<file path="src/rtl/spike_rate_decoder_if.sv">
// Bundles the spike input, window control and rate/ISI result handshake of spike_rate_decoder.
// master is the decoder side; slave is the spike source / result consumer side.
interface spike_rate_decoder_if #(
  parameter int WIN_W = 8,
  parameter int CNT_W = 8
);
  logic             spike;
  logic             enable;
  logic [WIN_W-1:0] window_len;
  logic [CNT_W-1:0] rate;
  logic             rate_valid;
  logic             rate_ready;
  logic [CNT_W-1:0] isi;
  logic             overflow;
  logic             clear_ovf;

  modport master (
    input  spike, enable, window_len, rate_ready, clear_ovf,
    output rate, rate_valid, isi, overflow
  );

  modport slave (
    output spike, enable, window_len, rate_ready, clear_ovf,
    input  rate, rate_valid, isi, overflow
  );
endinterface

</file>
<file path="src/rtl/spike_rate_decoder.sv">
// Counts spikes over programmable windows, queues each window count in a small FIFO,
// and tracks the most recent inter-spike interval.
module spike_rate_decoder #(
  parameter int WIN_W = 8,
  parameter int CNT_W = 8,
  parameter int DEPTH = 4
) (
  input logic                  clk,
  input logic                  rst,
  spike_rate_decoder_if.master bus
);

  localparam int AW = $clog2(DEPTH);
  localparam logic [CNT_W-1:0] CNT_MAX = '1;
  localparam logic [AW:0] OCC_FULL = (AW+1)'(DEPTH);

  typedef enum logic {IDLE, COUNT} state_e;

  state_e           state_q, state_d;
  logic [WIN_W-1:0] last_q, last_d;
  logic [WIN_W-1:0] cyc_q, cyc_d;
  logic [WIN_W-1:0] len_m1;
  logic [CNT_W-1:0] cnt_q, cnt_d;
  logic [CNT_W-1:0] result;
  logic             push;

  logic [CNT_W-1:0] mem_q [DEPTH];
  logic [AW-1:0]    wr_q, rd_q;
  logic [AW:0]      occ_q;
  logic             full, pop, push_ok, ovf_set;

  logic [CNT_W-1:0] gap_q, gap_inc, isi_q;
  logic             ovf_q;

  // Window length is kept as L-1 so the closing compare needs no subtractor.
  assign len_m1 = (bus.window_len == '0) ? '0 : bus.window_len - 1'b1;
  assign result = (bus.spike && cnt_q != CNT_MAX) ? cnt_q + 1'b1 : cnt_q;

  // NOTE: every combinational output gets a default first so no latch is inferred.
  always_comb begin
    state_d = state_q;
    last_d  = last_q;
    cyc_d   = cyc_q;
    cnt_d   = cnt_q;
    push    = 1'b0;
    unique case (state_q)
      IDLE: begin
        if (bus.enable) begin
          state_d = COUNT;
          last_d  = len_m1;
          cyc_d   = '0;
          cnt_d   = '0;
        end
      end
      COUNT: begin
        if (cyc_q == last_q) begin
          push    = 1'b1;
          cyc_d   = '0;
          cnt_d   = '0;
          last_d  = len_m1;
          state_d = bus.enable ? COUNT : IDLE;
        end else if (!bus.enable) begin
          state_d = IDLE;
          cyc_d   = '0;
          cnt_d   = '0;
        end else begin
          cnt_d = result;
          cyc_d = cyc_q + 1'b1;
        end
      end
      default: state_d = IDLE;
    endcase
  end

  assign full    = (occ_q == OCC_FULL);
  assign pop     = (occ_q != '0) && bus.rate_ready;
  assign push_ok = push && (!full || pop);
  assign ovf_set = push && full && !pop;
  assign gap_inc = (gap_q == CNT_MAX) ? CNT_MAX : gap_q + 1'b1;

  // NOTE: state uses non-blocking assignments so all flops update together on the edge.
  always_ff @(posedge clk or posedge rst) begin
    if (rst) begin
      state_q <= IDLE;
      last_q  <= '0;
      cyc_q   <= '0;
      cnt_q   <= '0;
      wr_q    <= '0;
      rd_q    <= '0;
      occ_q   <= '0;
      gap_q   <= CNT_MAX;
      isi_q   <= '0;
      ovf_q   <= 1'b0;
    end else begin
      state_q <= state_d;
      last_q  <= last_d;
      cyc_q   <= cyc_d;
      cnt_q   <= cnt_d;
      if (push_ok) wr_q <= wr_q + 1'b1;
      if (pop)     rd_q <= rd_q + 1'b1;
      unique case ({push_ok, pop})
        2'b10:   occ_q <= occ_q + 1'b1;
        2'b01:   occ_q <= occ_q - 1'b1;
        default: occ_q <= occ_q;
      endcase
      if (bus.spike) begin
        isi_q <= gap_inc;
        gap_q <= '0;
      end else begin
        gap_q <= gap_inc;
      end
      if (ovf_set)            ovf_q <= 1'b1;
      else if (bus.clear_ovf) ovf_q <= 1'b0;
    end
  end

  // NOTE: storage is not reset; the occupancy counter alone decides what is valid.
  always_ff @(posedge clk) begin
    if (push_ok) mem_q[wr_q] <= result;
  end

  assign bus.rate       = (occ_q != '0) ? mem_q[rd_q] : '0;
  assign bus.rate_valid = (occ_q != '0);
  assign bus.isi        = isi_q;
  assign bus.overflow   = ovf_q;

endmodule
</file>
<file path="src/flat_wrapper.sv">
// flat-port wrapper written by rule: the top's interface ports become plain ports
module spike_rate_decoder_flat 
#(
  parameter int WIN_W = 8,
  parameter int CNT_W = 8,
  parameter int DEPTH = 4
)
  (clk, rst, bus_spike, bus_enable, bus_window_len, bus_rate_ready, bus_clear_ovf, bus_rate, bus_rate_valid, bus_isi, bus_overflow);
  spike_rate_decoder_if #(.WIN_W(WIN_W), .CNT_W(CNT_W)) bus_i ();
  input logic clk;
  input logic rst;
  input wire logic [$bits(bus_i.spike)-1:0] bus_spike;
  input wire logic [$bits(bus_i.enable)-1:0] bus_enable;
  input wire logic [$bits(bus_i.window_len)-1:0] bus_window_len;
  input wire logic [$bits(bus_i.rate_ready)-1:0] bus_rate_ready;
  input wire logic [$bits(bus_i.clear_ovf)-1:0] bus_clear_ovf;
  output wire logic [$bits(bus_i.rate)-1:0] bus_rate;
  output wire logic [$bits(bus_i.rate_valid)-1:0] bus_rate_valid;
  output wire logic [$bits(bus_i.isi)-1:0] bus_isi;
  output wire logic [$bits(bus_i.overflow)-1:0] bus_overflow;
  assign bus_i.spike = bus_spike;
  assign bus_i.enable = bus_enable;
  assign bus_i.window_len = bus_window_len;
  assign bus_i.rate_ready = bus_rate_ready;
  assign bus_i.clear_ovf = bus_clear_ovf;
  assign bus_rate = bus_i.rate;
  assign bus_rate_valid = bus_i.rate_valid;
  assign bus_isi = bus_i.isi;
  assign bus_overflow = bus_i.overflow;
  spike_rate_decoder #(.WIN_W(WIN_W), .CNT_W(CNT_W), .DEPTH(DEPTH)) u_core (.clk(clk), .rst(rst), .bus(bus_i));
endmodule
</file>
<file path="config.mk">
export PLATFORM = sky130hd
export DESIGN_NAME = spike_rate_decoder_flat
export DESIGN_NICKNAME = d
export VERILOG_FILES = /design/src/rtl/spike_rate_decoder_if.sv /design/src/rtl/spike_rate_decoder.sv /design/src/flat_wrapper.sv
export SDC_FILE = /design/constraint.sdc
export NUM_CORES = 1
export LEC_CHECK = 0
export CORE_UTILIZATION = 62
export CTS_CLUSTER_SIZE = 25
export DETAILED_ROUTE_END_ITERATION = 8
export GPL_ROUTABILITY_DRIVEN = 0
export HOLD_SLACK_MARGIN = 0.08
export PLACE_DENSITY = 0.84
export SETUP_SLACK_MARGIN = 0.1
export SYNTH_ARGS = -nofsm -noshare
export SYNTH_HDL_FRONTEND = slang
export SYNTH_SLANG_ARGS = --single-unit
</file>
<file path="constraint.sdc">
create_clock -name clk -period 5 [get_ports clk]
set_clock_uncertainty 0.05 [all_clocks]
set_input_delay 1 -clock clk [delete_from_list [all_inputs] [get_ports clk]]
set_output_delay 1 -clock clk [all_outputs]
set_load 0.03 [all_outputs]
</file>
==> summary.md <==
The flow ran to the end, and the final reports show no timing, DRC or antenna violations. TritonCTS built the clock tree. The routed length per instance came out at 14.8 um. The hold path startpoint was u_core.occ_q[2]$_DFFE_PP0P_. In this run the worst setup path begins at u_core.rd_q[0]$_DFFE_PP0P_.

Leaving out fill and tap cells, the most frequent cell in the layout is sky130_fd_sc_hd__dfrtp_1. Data on the critical path arrives at its endpoint at 2.40 ns. The H-tree generated during clock tree synthesis spans 3 levels. The count of unresolved DRC violations after routing was 0. TritonCTS created 9 clock buffers.

In this design, the stage delay of the slowest critical-path cell is 0.72 ns. For this run, the leading register cell type out of synthesis is sky130_fd_sc_hd__dfrtp_1. In this run the vertical extent of the chip is 81.0 um. The tree is rooted in a sky130_fd_sc_hd__clkbuf_8. In the routed layout, each cell is associated on average with a via count of 5.84. Row generation in the floorplan step produced 28 rows. Entering global routing, the biggest net connects 50 pins. For the via count of the first global-routing pass, the log shows 2393. The die area came out at 0.00657 mm2. The highest layer touched by signal routing is met4. Final worst-path cycle share: 0.689. The run gives 0 as the number of hold-slack violations in the final timing report. The startpoint identified for the worst register-to-register timing path is u_core.cyc_q[5]$_DFFE_PP0P_.

The number of max-slew violations in the final report was 0. The post-synthesis area per instance was 12.2 um2; the clock-pin transition on the worst setup and hold timing paths was 0.08 ns. The initial core utilization is 0.650. The largest individual stage delay along the critical path comes from the cell sky130_fd_sc_hd__dfrtp_1. The share of synthesized registers carrying an async set or reset works out to 0.605.

The smallest clock period supported by the final layout is computed as 3.45 ns. The critical path capture point type is a primary output. The worst-case clock buffer depth is 2, and the number of nets with antenna violations after detailed routing is 0. The run gives 32 as the number of primary I/O pins. The total via count after detailed routing is 2499, and the total routed wirelength is 6.31 mm. The tools report the post-synthesis sequential area ratio as 0.567. The total negative setup slack is 0 ns. Leaving out fill and tap cells, the most frequent cells in the layout are 41 x sky130_fd_sc_hd__dfrtp_1, 32 x sky130_fd_sc_hd__edfxtp_1, 31 x sky130_fd_sc_hd__clkdlybuf4s50_1. The area of the core was 0.00596 mm2. The run gives 0 as the max capacitance violation total. The horizontal extent of the die came out at 81.0 um. The type of the tightest min-delay check was reg2reg. For the net count reported at finish, the log shows 372. Counting flops and latches in the post-synthesis netlist gives 81.

For this run, the number of Yosys warnings is 0. The upper clock frequency limit is 0.290 GHz. The power per standard cell area was 411 mW/mm2; the total congestion overflow after global routing was 0. STA classifies the critical path startpoint as a register.

For the wire length of the first global-routing pass, the log shows 10.8 mm. In this run the post-CTS setup repair buffer count came out at 0. The amount of wire on met3 after detailed routing was 232 um.

Setup repair after global routing left no endpoint under its margin. For the net count of the mapped netlist, the log shows 341. The post-route cell area was 0.00442 mm2; the instance area after placement was 0.00422 mm2. Traced cell by cell, the critical path runs through mux4_2 -> and2_1 -> clkdlybuf4s50_1. The clock insertion delay at the later pin of the skew report is 0.35 ns, and the total number of clock tree sinks is 81.

In this run, synthesis inferred 32 flip-flops with an integrated enable. The top fanout value on the critical path works out to 10. The worst-case headroom to the max-slew limit is 0.259, and the initial antenna violation count is 0.

Setup violations remaining at the end of the flow were counted as 0. The final-layout fill cell count was 405; the worst endpoint required time was 3.95 ns. Synthesis handed over a netlist of 317 instances. The cell area that synthesis handed to floorplanning was 0.00387 mm2. For the highest ir drop seen on vdd, the log shows 0.000283 V. Fraction of final layout cells with drive strength greater than 1: 0.139. For the pin with the worst max-slew slack, the measured transition is 1.11 ns.

The tools report the detailed-route wire length on metal 1 as 2.84 mm. For this block, the initial DRC count from the detailed router was 140. The area growth from synthesis to layout is 14.0%.

The logs give 0 for the number of gates resized after cts and 4.25 mm for the HPWL reported at the end of detailed placement. The logs give 3.14 mm for the length of routed met2 wiring and 0 for the number of inserted diodes. The number of library cell types mapped by synthesis came out at 48.

Port buffering added 31 buffers. The analysis attributes to cell leakage a power of 0.00184 uW. The hold buffer count at CTS is 0, and the total routing usage reported by global routing is 0.220. For the detailed-routing iteration count for the pre-antenna-repair pass, the log shows 4. The type of the worst setup path was reg2out.
synthesized netlist by cell type, drive strengths merged, types with 2 or more instances:
master | count | area (um2)
a211oi | 2 | 15.0
a21o | 2 | 15.0
a21oi | 16 | 83.8
a22o | 3 | 26.3
a31oi | 15 | 100
a41oi | 2 | 17.5
and2 | 13 | 86.3
and3 | 8 | 50.1
buf | 5 | 36.3
clkbuf | 7 | 26.3
dfrtp | 41 | 1030
dfstp | 8 | 210
edfxtp | 32 | 961
ha | 9 | 113
inv | 12 | 45.0
mux2 | 5 | 60.1
mux2i | 3 | 30.0
mux4 | 8 | 180
nand2 | 23 | 86.3
nand2b | 7 | 43.8
nand3 | 9 | 45.0
nand4 | 2 | 12.5
nor2 | 26 | 97.6
nor2b | 6 | 45.0
nor3 | 4 | 20.0
nor4 | 2 | 33.8
o31ai | 6 | 45.0
xnor2 | 10 | 87.6
xor2 | 20 | 175
sequential cells by signal (all words and copies together), names as in the netlist:
signal	count
u_core.mem_q	32
u_core.bus.isi	8
u_core.cnt_q	8
u_core.cyc_q	8
u_core.gap_q	8
u_core.last_q	8
u_core.occ_q	3
u_core.rd_q	2
u_core.wr_q	2
u_core.bus.overflow	1
u_core.state_q	1
layout make-up:
class	instances	area [um2]	share of cell area
sequential	81	2200	0.498
multi-input combinational	212	1570	0.355
timing repair buffer	32	318	0.0720
clock buffer	9	124	0.0281
tap	75	93.8	0.0213
clock inverter	7	70.1	0.0159
inverter	12	45.0	0.0102
cells by family after synthesis:
family	Yosys count	synth area share
and+or+nand+nor	107	0.149
buffers and inverters	24	0.0278
adders and majority gates	10	0.0342
DFF	81	0.567
AOI/OAI and AO/OA	49	0.0843
muxes	16	0.0698
xor gates and xnor gates	30	0.0679
report_power, final:
group | total (uW) | internal, uW | switching (uW)
clock | 463 | 229 | 234
combinational | 502 | 248 | 255
sequential | 848 | 762 | 86.3
total | 1810 | 1240 | 575
layer usage:
metal  vias up  global-route usage
met5         -                   0
met4         0               0.100
met3        14              0.0427
met2        59               0.371
met1      1231               0.275
li1       1195                   -
path summary, 6_finish.rpt:
| path | depth (start not counted) | endpoint | slack, ns |
|---|---|---|---|
| min in group asynchronous | 2 | u_core.bus.isi[7]$_DFFE_PP0P_ | 1.15 |
| worst min-delay path | 1 | u_core.occ_q[2]$_DFFE_PP0P_ | 0.45 |
| worst min register to register | 1 | u_core.occ_q[2]$_DFFE_PP0P_ | 0.45 |
| max in group asynchronous | 2 | u_core.cnt_q[7]$_DFFE_PP0P_ | 3.14 |
| worst max-delay path | 3 | bus_rate[2] | 1.55 |
| worst max register to register | 11 | u_core.occ_q[2]$_DFFE_PP0P_ | 2.41 |
through the flow:
step / util / setup slack (ns) / hold slack, ns / power, uW / std cells
detailed placement: 0.709 / 1.53 / 0.439 / 1370 / 412
finish: 0.741 / 1.55 / 0.451 / 1810 / 428
global route: 0.741 / 1.40 / 0.463 / 1910 / 428
floorplan: - / 2.08 / 0.399 / 1210 / 317
CTS: 0.741 / 1.49 / 0.450 / 1830 / 428
global placement: 0.709 / 1.62 / 0.420 / 1350 / 412
critical path: cells and delay by family, from the launching register on:
kind / cells / cell delay [ns]
buffers and inverters: 1 / 0.58
DFF: 1 / 0.72
muxes: 1 / 0.57
and+or+nand+nor: 1 / 0.17
Note: power is estimated with default switching activity, not from simulation.
